--- config.mk ---
export PLATFORM = sky130hd
export DESIGN_NAME = stopwatch_ctrl
export DESIGN_NICKNAME = d
export VERILOG_FILES = /design/src/rtl/stopwatch_ctrl.sv
export SDC_FILE = /design/constraint.sdc
export NUM_CORES = 1
export LEC_CHECK = 0
export ABC_CLOCK_PERIOD_IN_PS = 4900
export CORE_MARGIN = 8
export CORE_UTILIZATION = 55
export CTS_CLUSTER_DIAMETER = 30
export DETAILED_ROUTE_END_ITERATION = 12
export HOLD_SLACK_MARGIN = 0.15
export PLACE_DENSITY_LB_ADDON = 0.15
export RECOVER_POWER = 100
export SYNTH_ARGS = -nofsm -noshare
export SYNTH_HDL_FRONTEND = slang
export SYNTH_SLANG_ARGS = --single-unit
--- constraint.sdc ---
create_clock -name clk -period 4.9 [get_ports clk]
set_clock_uncertainty 0.15 [all_clocks]
set_input_delay 0.98 -clock clk [delete_from_list [all_inputs] [get_ports clk]]
set_output_delay 0.98 -clock clk [all_outputs]
set_load 0.1 [all_outputs]
--- src/rtl/stopwatch_ctrl.sv ---
// Stopwatch control sequencer: button synchronise/debounce, press-event
// generation and the start/stop/lap/clear FSM driving the counter chain.
module stopwatch_ctrl #(
  parameter int unsigned DEB_COUNT = 1000000,
  parameter int unsigned DEB_W     = 20
) (
  input  logic       clk,
  input  logic       reset,
  input  logic       btn_ss,
  input  logic       btn_lap,
  input  logic       btn_clr,
  input  logic       tick,
  input  logic       cnt_max,
  output logic       cnt_en,
  output logic       cnt_clr,
  output logic       disp_hold,
  output logic       running,
  output logic [2:0] state
);

  localparam logic [DEB_W-1:0] DEB_LAST = DEB_W'(DEB_COUNT - 1);

  typedef enum logic [2:0] {
    S_IDLE  = 3'd0,
    S_RUN   = 3'd1,
    S_PAUSE = 3'd2,
    S_LAP   = 3'd3,
    S_FULL  = 3'd4
  } state_e;

  // Button lanes: bit 0 = start/stop, bit 1 = lap, bit 2 = clear.
  logic [2:0]       raw;
  logic [2:0]       sync1_q, sync2_q;
  logic [2:0]       deb_q, deb_d, deb_prev_q;
  logic [2:0]       ev_q;
  logic [DEB_W-1:0] cnt_q [3];
  logic [DEB_W-1:0] cnt_d [3];

  state_e state_q, state_d;
  logic   clr_d, cnt_clr_q, running_q, hold_q;
  logic   ev_clr, ev_ss, ev_lap, full_hit;

  assign raw = {btn_clr, btn_lap, btn_ss};

  always_comb begin
    deb_d = deb_q;
    for (int unsigned i = 0; i < 3; i++) begin
      cnt_d[i] = '0;
      if (sync2_q[i] != deb_q[i]) begin
        if (cnt_q[i] == DEB_LAST) deb_d[i] = sync2_q[i];
        else                      cnt_d[i] = cnt_q[i] + DEB_W'(1);
      end
    end
  end

  // The press event compares the debounced level with its own delayed copy,
  // which places the FSM's reaction DEB_COUNT+3 edges after the first sample.
  always_ff @(posedge clk or negedge reset) begin
    if (!reset) begin
      sync1_q    <= '0;
      sync2_q    <= '0;
      deb_q      <= '0;
      deb_prev_q <= '0;
      ev_q       <= '0;
      for (int unsigned i = 0; i < 3; i++) cnt_q[i] <= '0;
    end else begin
      sync1_q    <= raw;
      sync2_q    <= sync1_q;
      deb_q      <= deb_d;
      deb_prev_q <= deb_q;
      ev_q       <= deb_q & ~deb_prev_q;
      for (int unsigned i = 0; i < 3; i++) cnt_q[i] <= cnt_d[i];
    end
  end

  // Only the highest-priority event survives: clr > ss > lap.
  assign ev_clr   = ev_q[2];
  assign ev_ss    = ev_q[0] & ~ev_q[2];
  assign ev_lap   = ev_q[1] & ~ev_q[0] & ~ev_q[2];
  assign full_hit = tick & cnt_max;

  always_comb begin
    state_d = state_q;
    clr_d   = 1'b0;
    case (state_q)
      S_IDLE: begin
        if (ev_clr)     clr_d   = 1'b1;
        else if (ev_ss) state_d = S_RUN;
      end
      S_RUN: begin
        if (ev_ss)         state_d = S_PAUSE;
        else if (ev_lap)   state_d = S_LAP;
        else if (full_hit) state_d = S_FULL;
      end
      S_LAP: begin
        if (ev_ss)         state_d = S_PAUSE;
        else if (ev_lap)   state_d = S_RUN;
        else if (full_hit) state_d = S_FULL;
      end
      S_PAUSE: begin
        if (ev_clr) begin
          state_d = S_IDLE;
          clr_d   = 1'b1;
        end else if (ev_ss) begin
          state_d = S_RUN;
        end
      end
      S_FULL: begin
        if (ev_clr) begin
          state_d = S_IDLE;
          clr_d   = 1'b1;
        end
      end
      default: state_d = S_IDLE;
    endcase
  end

  always_ff @(posedge clk or negedge reset) begin
    if (!reset) begin
      state_q   <= S_IDLE;
      cnt_clr_q <= 1'b0;
      running_q <= 1'b0;
      hold_q    <= 1'b0;
    end else begin
      state_q   <= state_d;
      cnt_clr_q <= clr_d;
      running_q <= (state_d == S_RUN) || (state_d == S_LAP);
      hold_q    <= (state_d == S_LAP);
    end
  end

  assign cnt_en    = tick & running_q & ~cnt_max;
  assign cnt_clr   = cnt_clr_q;
  assign disp_hold = hold_q;
  assign running   = running_q;
  assign state     = state_q;

endmodule

# [Yosys cells after proc, flatten, opt, wreduce, memory -nomap -nowiden]
# Cells that the tools add are included.
[totals] ff_bits=81 output_inout_bits=7
[op_classes] add_sub_neg=3 eq_ne=12 muxes=18 n_bitwise=11 reduce_logical=6
[op_table] cell="2-to-1 mux 20 bit" count=6
[op_table] cell="adder 20 x 1 -> 20 bit, second input constant" count=3
[op_table] cell="== test 20 bit, second input constant" count=3
[op_table] cell="2-to-1 mux 3 bit" count=9
[op_table] cell="case mux 3 bit (5 select lines)" count=1
[op_table] cell="== test 3 x 2 -> 1 bit, second input constant" count=3
[op_table] cell="AND 1 bit" count=6
[op_table] cell="== test 3 x 1 -> 1 bit, second input constant" count=2
[op_table] cell="AND reduction 2 bit" count=3
[op_table] cell="AND 3 bit" count=1
[op_table] cell="== test 3 bit, second input constant" count=1
[op_table] cell="logical NOT 3 bit" count=1
[op_table] cell="!= test 1 bit" count=3
[op_table] cell="inverter 1 bit" count=3
[op_table] cell="inverter 3 bit" count=1
[op_table] cell="OR reduction 3 bit" count=1
[op_table] cell="2-to-1 mux 1 bit" count=2
[op_table] cell="logical OR 1 bit" count=1

# [Depth between registers and ports, before layout]
# Gate-level depths: netlist (run 1).
[logic_depth] ltp_word=8 ltp_mapped=7

# [Least setup slack after synthesis (run 1)]
# Ideal clock, no wire load.
[synth_timing] path_kind="input-to-output" from="input port tick" to="output port cnt_en" t_arrival_ns=2.296 t_required_ns=3.770 path_slack_ns=1.474 cell_stages=2 cell_sequence="nand2_1 > nor2_1"
[synth_via] elab_chain_cells=2
[synth_lines] element="start, declared" line="12" source="input logic tick,"
[synth_lines] element="AND 1 bit (2 in series)" line="132" source="assign cnt_en = tick & running_q & ~cnt_max;"
[synth_lines] element="end, declared" line="14" source="output logic cnt_en,"
# No other way between the ends.

# [Final worst setup path (run 1)]
[layout_timing] from="input port cnt_max" to="output port cnt_en"
[layout_via] elab_chain_cells=2
[layout_lines] element="start, declared" line="13" source="input logic cnt_max,"
[layout_lines] element="inverter 1 bit" line="132"
[layout_lines] element="AND 1 bit" line="132"
# No other way between the ends.

==> results of run 1 <==
worst max-delay path, stage by stage:
cell and delay (ps):
dlygate4sd3_1 590, nor2_1 110, clkbuf_1 870
per-layer routing:
| layer | routed length [µm] | vias to the layer above |
|---|---|---|
| li1 | - | 1325 |
| met5 | 0 | - |
| met1 | 3210 | 1303 |
| met4 | 111 | 0 |
| met3 | 221 | 9 |
| met2 | 3140 | 23 |
report_power, final:
part | switching, µW | internal (µW) | total, µW
clock | 246 | 251 | 497
combinational | 27.2 | 10.1 | 37.4
sequential | 8.98 | 676 | 685
through the flow:
stage | hold WS, ps | area [µm²] | power [µW]
floorplan | 181 | 3820 | 716
global placement | 182 | 4010 | 739
detailed placement | 188 | 4010 | 740
CTS | 208 | 4210 | 1240
global route | 222 | 4170 | 1280
finish | 206 | 4170 | 1220
final cells by class:
class                      instances  area (µm²)
clock buffer                      10         138
clock inverter                     6        65.1
fill                             578        2590
inverter                          11        41.3
multi-input combinational        263        1670
sequential                        81        2030
tap                               80         100
timing repair buffer              14         123
cell families (layout without fill, tap and decap cells):
family	count (synthesis)	in the layout	synth area share, %
fa+ha+maj	3	3	0.983
xor+xnor	44	44	10.1
compound gates	39	39	6.82
buf+inv	20	41	2.39
simple gates	174	174	25.7
mux	3	3	0.885
flops	81	81	53.1
sequential cells by signal, indices dropped and copies added (netlist names):
name	cells
ev_q	3
state	3
deb_q	3
cnt_q	60
deb_prev_q	3
running	1
sync1_q	3
cnt_clr	1
disp_hold	1
sync2_q	3
cells in the mapped netlist, drive strengths merged, types with 2 or more instances:
| cell type | n |
|---|---|
| nor3 | 8 |
| and3 | 6 |
| a21oi | 17 |
| o31ai | 7 |
| nor4 | 9 |
| or3 | 10 |
| xor2 | 27 |
| nand2b | 2 |
| mux2 | 3 |
| or4 | 7 |
| ha | 3 |
| or4b | 2 |
| o21ai | 10 |
| dfrtp | 81 |
| nand3 | 21 |
| clkbuf | 7 |
| and4 | 4 |
| inv | 11 |
| nor4b | 2 |
| buf | 2 |
| nand4 | 24 |
| nor2b | 4 |
| xnor2 | 17 |
| nor2 | 51 |
| nand2 | 17 |
| and2 | 4 |
worst max path at each step:
stage / end / slack [ps] / startpoint / depth (start not counted)
after CTS: state[2] / 1760 / state[2] / 1
after detailed placement: cnt_en / 1830 / tick / 4
after floorplan: cnt_en / 1470 / tick / 2
final: cnt_en / 1220 / cnt_max / 3
after global placement: cnt_en / 1850 / tick / 4
after global routing: cnt_en / 1180 / cnt_max / 3
placed cells by master, fill, tap and decap left out, types with 4 or more instances in the layout:
cell type,netlist,routed
a21oi_1,16,16
and3_1,6,6
clkbuf_8,0,10
dfrtp_1,81,81
dlygate4sd3_1,0,10
inv_1,11,11
nand2_1,17,17
nand3_1,21,21
nand4_1,21,21
nor2_1,51,51
nor2b_1,4,4
nor3_1,8,8
nor4_1,9,9
o21ai_0,10,10
o31ai_1,5,6
or3_1,9,9
or4_1,4,4
xnor2_1,17,17
xor2_1,27,27
==> impl_metrics.ini, run 1 <==
[placement]
dp_hpwl_mm = 4.53
gp_congestion = 0.845
placed_cells = 449
io_buffers = 13
place_ws_ps = 1830

[floorplan]
num_rows = 30
die_x_um = 99.3
start_util_pct = 56.5
die_area_um2 = 9860
die_y_um = 99.3
core_area_um2 = 6760
io_pins = 14

[sta]
clock.fmax_mhz = 272
finalCritPeriodShare_pct = 75.1
setup_viol = 0
rsz0062_at_grt = no
worst_pin_slew_ps = 2130
slew_violations = 122
min_period_ps = 3680
hold_viol = 0
fin_ws_ps = 1220
slew_headroom_pct = -43.0
finalSetupTns_ps = 0

[routing]
dr.pass1.iters = 4
vias = 2660
drt-total-wl_mm = 6.68
viasPerCell = 5.72
drt-initial-drc-count = 91
detail_route.wl_per_cell_um = 14.4
drcViolationCount = 0
antenna_left = 0

[clock_tree]
path_clk_slew_ps = 90
cts.sinks = 81
cts_tree = built
post-cts-setup-buffers = 0
htreeDepth = 3
hold_buffers = 0
cts_max_path_buffers = 2
clock_latency_ps = 350
root_buffer = clkbuf_8
cts_resized = 0
cts_made_buffers = 9

[setup_path]
cp_max_fo = 4
ff2ff_path_depth = 5
critPathKind = input port to output port
crit_path_end_kind = output port
timing.rr.start = cnt_q[40]
worst_setup_path_start_kind = input port
r2r-end = cnt_q[51]
worstPathArrival_ps = 2550
worstPathRequired_ps = 3770
r2r_setup_slack_ps = 1620

[global_routing]
grt.met1_usage_pct = 18.7
busiest_layer = met2
overflow = 0
antenna_found_initial = 0
grtUsageMet3_pct = 4.40
grt_pass1_wl_mm = 12.1
grt_max_degree = 82
grt_use_total_pct = 15.3
grt_pass1_vias = 2655
use_met2_pct = 24.4

[pwr]
power_density_nw_per_um2 = 293
p_leak_uw = 0.00177
peakVddDrop_uv = 189

[synthesis]
netlist_area_um2 = 3820
synthCells = 364
ys.warnings.count = 0
ys_ff_latch = 81
synth.distinct_cells = 42
postSynthAreaPerCell_um2 = 10.5
yosys-top-cells-area = dfrtp_1 (53%), xor2_1 (6.2%), nor2_1 (5.0%)
synth_edf_count = 0
synth-main-ff-cell = dfrtp_1
yosysSeqAreaShare_pct = 53.1
async_flop_share_pct = 100
synth_top_area_share_pct = 53.1
synth_top_area_cell = dfrtp_1
syn-num-nets = 374

[layout]
final_core_util_pct = 61.7
area_growth_pct = 9.14
final_layout_size_suffix_gt1_share_pct = 8.05
antennaDiodeCount = 0
instances_no_fill = 465
fin_nets = 390

[hold_path]
min_path_cells = 0
min_from = sync1_q[0]
min_path_type = register to register
min_to = sync2_q[0]

[run_status]
status = complete, but fails checks
violations = max-capacitance violations, max-slew violations

[run]
drv_cap = 3
Power figures use the tool's default switching activity.
==> inputs of run 2 (changes only) <==
--- a/config.mk
+++ b/config.mk
@@ -5,7 +5,7 @@
 export SDC_FILE = /design/constraint.sdc
 export NUM_CORES = 1
 export LEC_CHECK = 0
-export ABC_CLOCK_PERIOD_IN_PS = 4900
+export ABC_CLOCK_PERIOD_IN_PS = 3700
 export CORE_MARGIN = 8
 export CORE_UTILIZATION = 55
 export CTS_CLUSTER_DIAMETER = 30
==> constraint.sdc (replaced) <==
create_clock -name clk -period 3.7 [get_ports clk]
set_clock_uncertainty 0.15 [all_clocks]
set_input_delay 0.74 -clock clk [delete_from_list [all_inputs] [get_ports clk]]
set_output_delay 0.74 -clock clk [all_outputs]
set_load 0.1 [all_outputs]
==> impl_metrics.ini, run 2 (synthesis gave the netlist of run 1 again) <==
[sta]
finalCritPeriodShare_pct = 87.5
slew_violations = 82
min_period_ps = 3240
rsz0062_at_grt = no
finalSetupTns_ps = 0
setup_viol = 0
hold_viol = 0
clock.fmax_mhz = 309
worst_pin_slew_ps = 1920
slew_headroom_pct = -27.8

[global_routing]
grt_pass1_wl_mm = 11.8
grtUsageMet3_pct = 3.28
use_met2_pct = 22.6
grt_max_degree = 82
antenna_found_initial = 0
busiest_layer = met2
grt_pass1_vias = 2607
grt_use_total_pct = 14.6
grt.met1_usage_pct = 18.7
overflow = 0

[hold_path]
min_path_type = register to register

[floorplan]
num_rows = 30
die_y_um = 99.3
die_x_um = 99.3
die_area_um2 = 9860
io_pins = 14
core_area_um2 = 6760
start_util_pct = 56.5

[routing]
viasPerCell = 5.68
vias = 2639
drt-total-wl_mm = 6.59
detail_route.wl_per_cell_um = 14.2
antenna_left = 0
drcViolationCount = 0
drt-initial-drc-count = 88
dr.pass1.iters = 4

[clock_tree]
cts_resized = 0
hold_buffers = 0
path_clk_slew_ps = 80
cts_max_path_buffers = 2
cts_tree = built
cts.sinks = 81
clock_latency_ps = 350
root_buffer = clkbuf_8
post-cts-setup-buffers = 0
cts_made_buffers = 9
htreeDepth = 3

[pwr]
p_clk_share_pct = 41.9
power_switching_uw = 359
p_leak_uw = 0.00176
peakVddDrop_uv = 336
power_frac_comb_pct = 3.0
p_int_uw = 1290
sw_frac_of_total_pct = 21.8
p_seq_share_pct = 55.1
fin_total_pwr_uw = 1650
power_density_nw_per_um2 = 394

[setup_path]
worstPathArrival_ps = 2350
worst_setup_path_start_kind = input port
critPathKind = input port to output port
r2r_setup_slack_ps = 1070
worstPathRequired_ps = 2810
cp_max_fo = 4
crit_path_end_kind = output port

[layout]
final_layout_size_suffix_gt1_share_pct = 8.05
final_common_cell = dfrtp_1
most-common-layout-cells = dfrtp_1 (81), nor2_1 (51), xor2_1 (27)
fin_nets = 390
area_growth_pct = 9.44
largest_register = cnt_q
largest_register_ff_count = 60
antennaDiodeCount = 0

[placement]
io_buffers = 13
dp_hpwl_mm = 4.37
gp_congestion = 0.846

[run_status]
status = complete, but fails checks
violations = max-capacitance violations, max-slew violations

[run]
drv_cap = 1
-- run 2: metal layers --
metal	up-vias	share of wire [%]
met2	30	45
met3	10	3.0
met5	-	0
li1	1326	-
met1	1273	50
met4	0	2.0
-- run 2: through the flow --
stage / utilization (%) / cells / hold WS (ps) / cell area [µm²] / setup WS [ps]
4_1_cts: 62.4 / 465 / 205 / 4210 / 826
6_report: 61.8 / 465 / 202 / 4180 / 464
3_5_place_dp: 59.2 / 449 / 186 / 4000 / 1110
2_1_floorplan: - / 364 / 181 / 3820 / 520
5_1_grt: 61.8 / 465 / 214 / 4180 / 415
3_3_place_gp: 59.2 / 449 / 182 / 4000 / 1120
-- run 2: worst max-delay path, cell delays in order --
cell and delay (ps):
dlygate4sd3_1 590, nand2_1 60, nor2_1 80, clkbuf_1 870
-- run 2: path summary, 6_finish.rpt --
path                            start    endpoint  cells after the start
setup / recovery                 tick      cnt_en                      4
hold / removal             sync1_q[2]  sync2_q[2]                      0
setup reg to reg            cnt_q[40]   cnt_q[48]                      5
hold reg to reg            sync1_q[2]  sync2_q[2]                      0
max in group asynchronous       reset  sync1_q[1]                      1
min in group asynchronous       reset   cnt_q[52]                      1
-- run 2: area by class of cell --
| type | count | area, µm² |
|---|---|---|
| fill | 574 | 2580 |
| sequential | 81 | 2030 |
| multi-input combinational | 263 | 1680 |
| clock buffer | 11 | 131 |
| timing repair buffer | 14 | 116 |
| tap | 80 | 100 |
| clock inverter | 5 | 80.1 |
| inverter | 11 | 41.3 |
-- run 2: power by group through the flow --
| stage | logic, µW | registers, µW | clock network (µW) |
|---|---|---|---|
| finish | 49.8 | 908 | 690 |
| global route | 60.4 | 909 | 739 |
| CTS | 55.1 | 907 | 710 |
| detailed placement | 54.9 | 925 | 0 |
| global placement | 54.1 | 924 | 0 |
| floorplan | 26.4 | 922 | 0 |
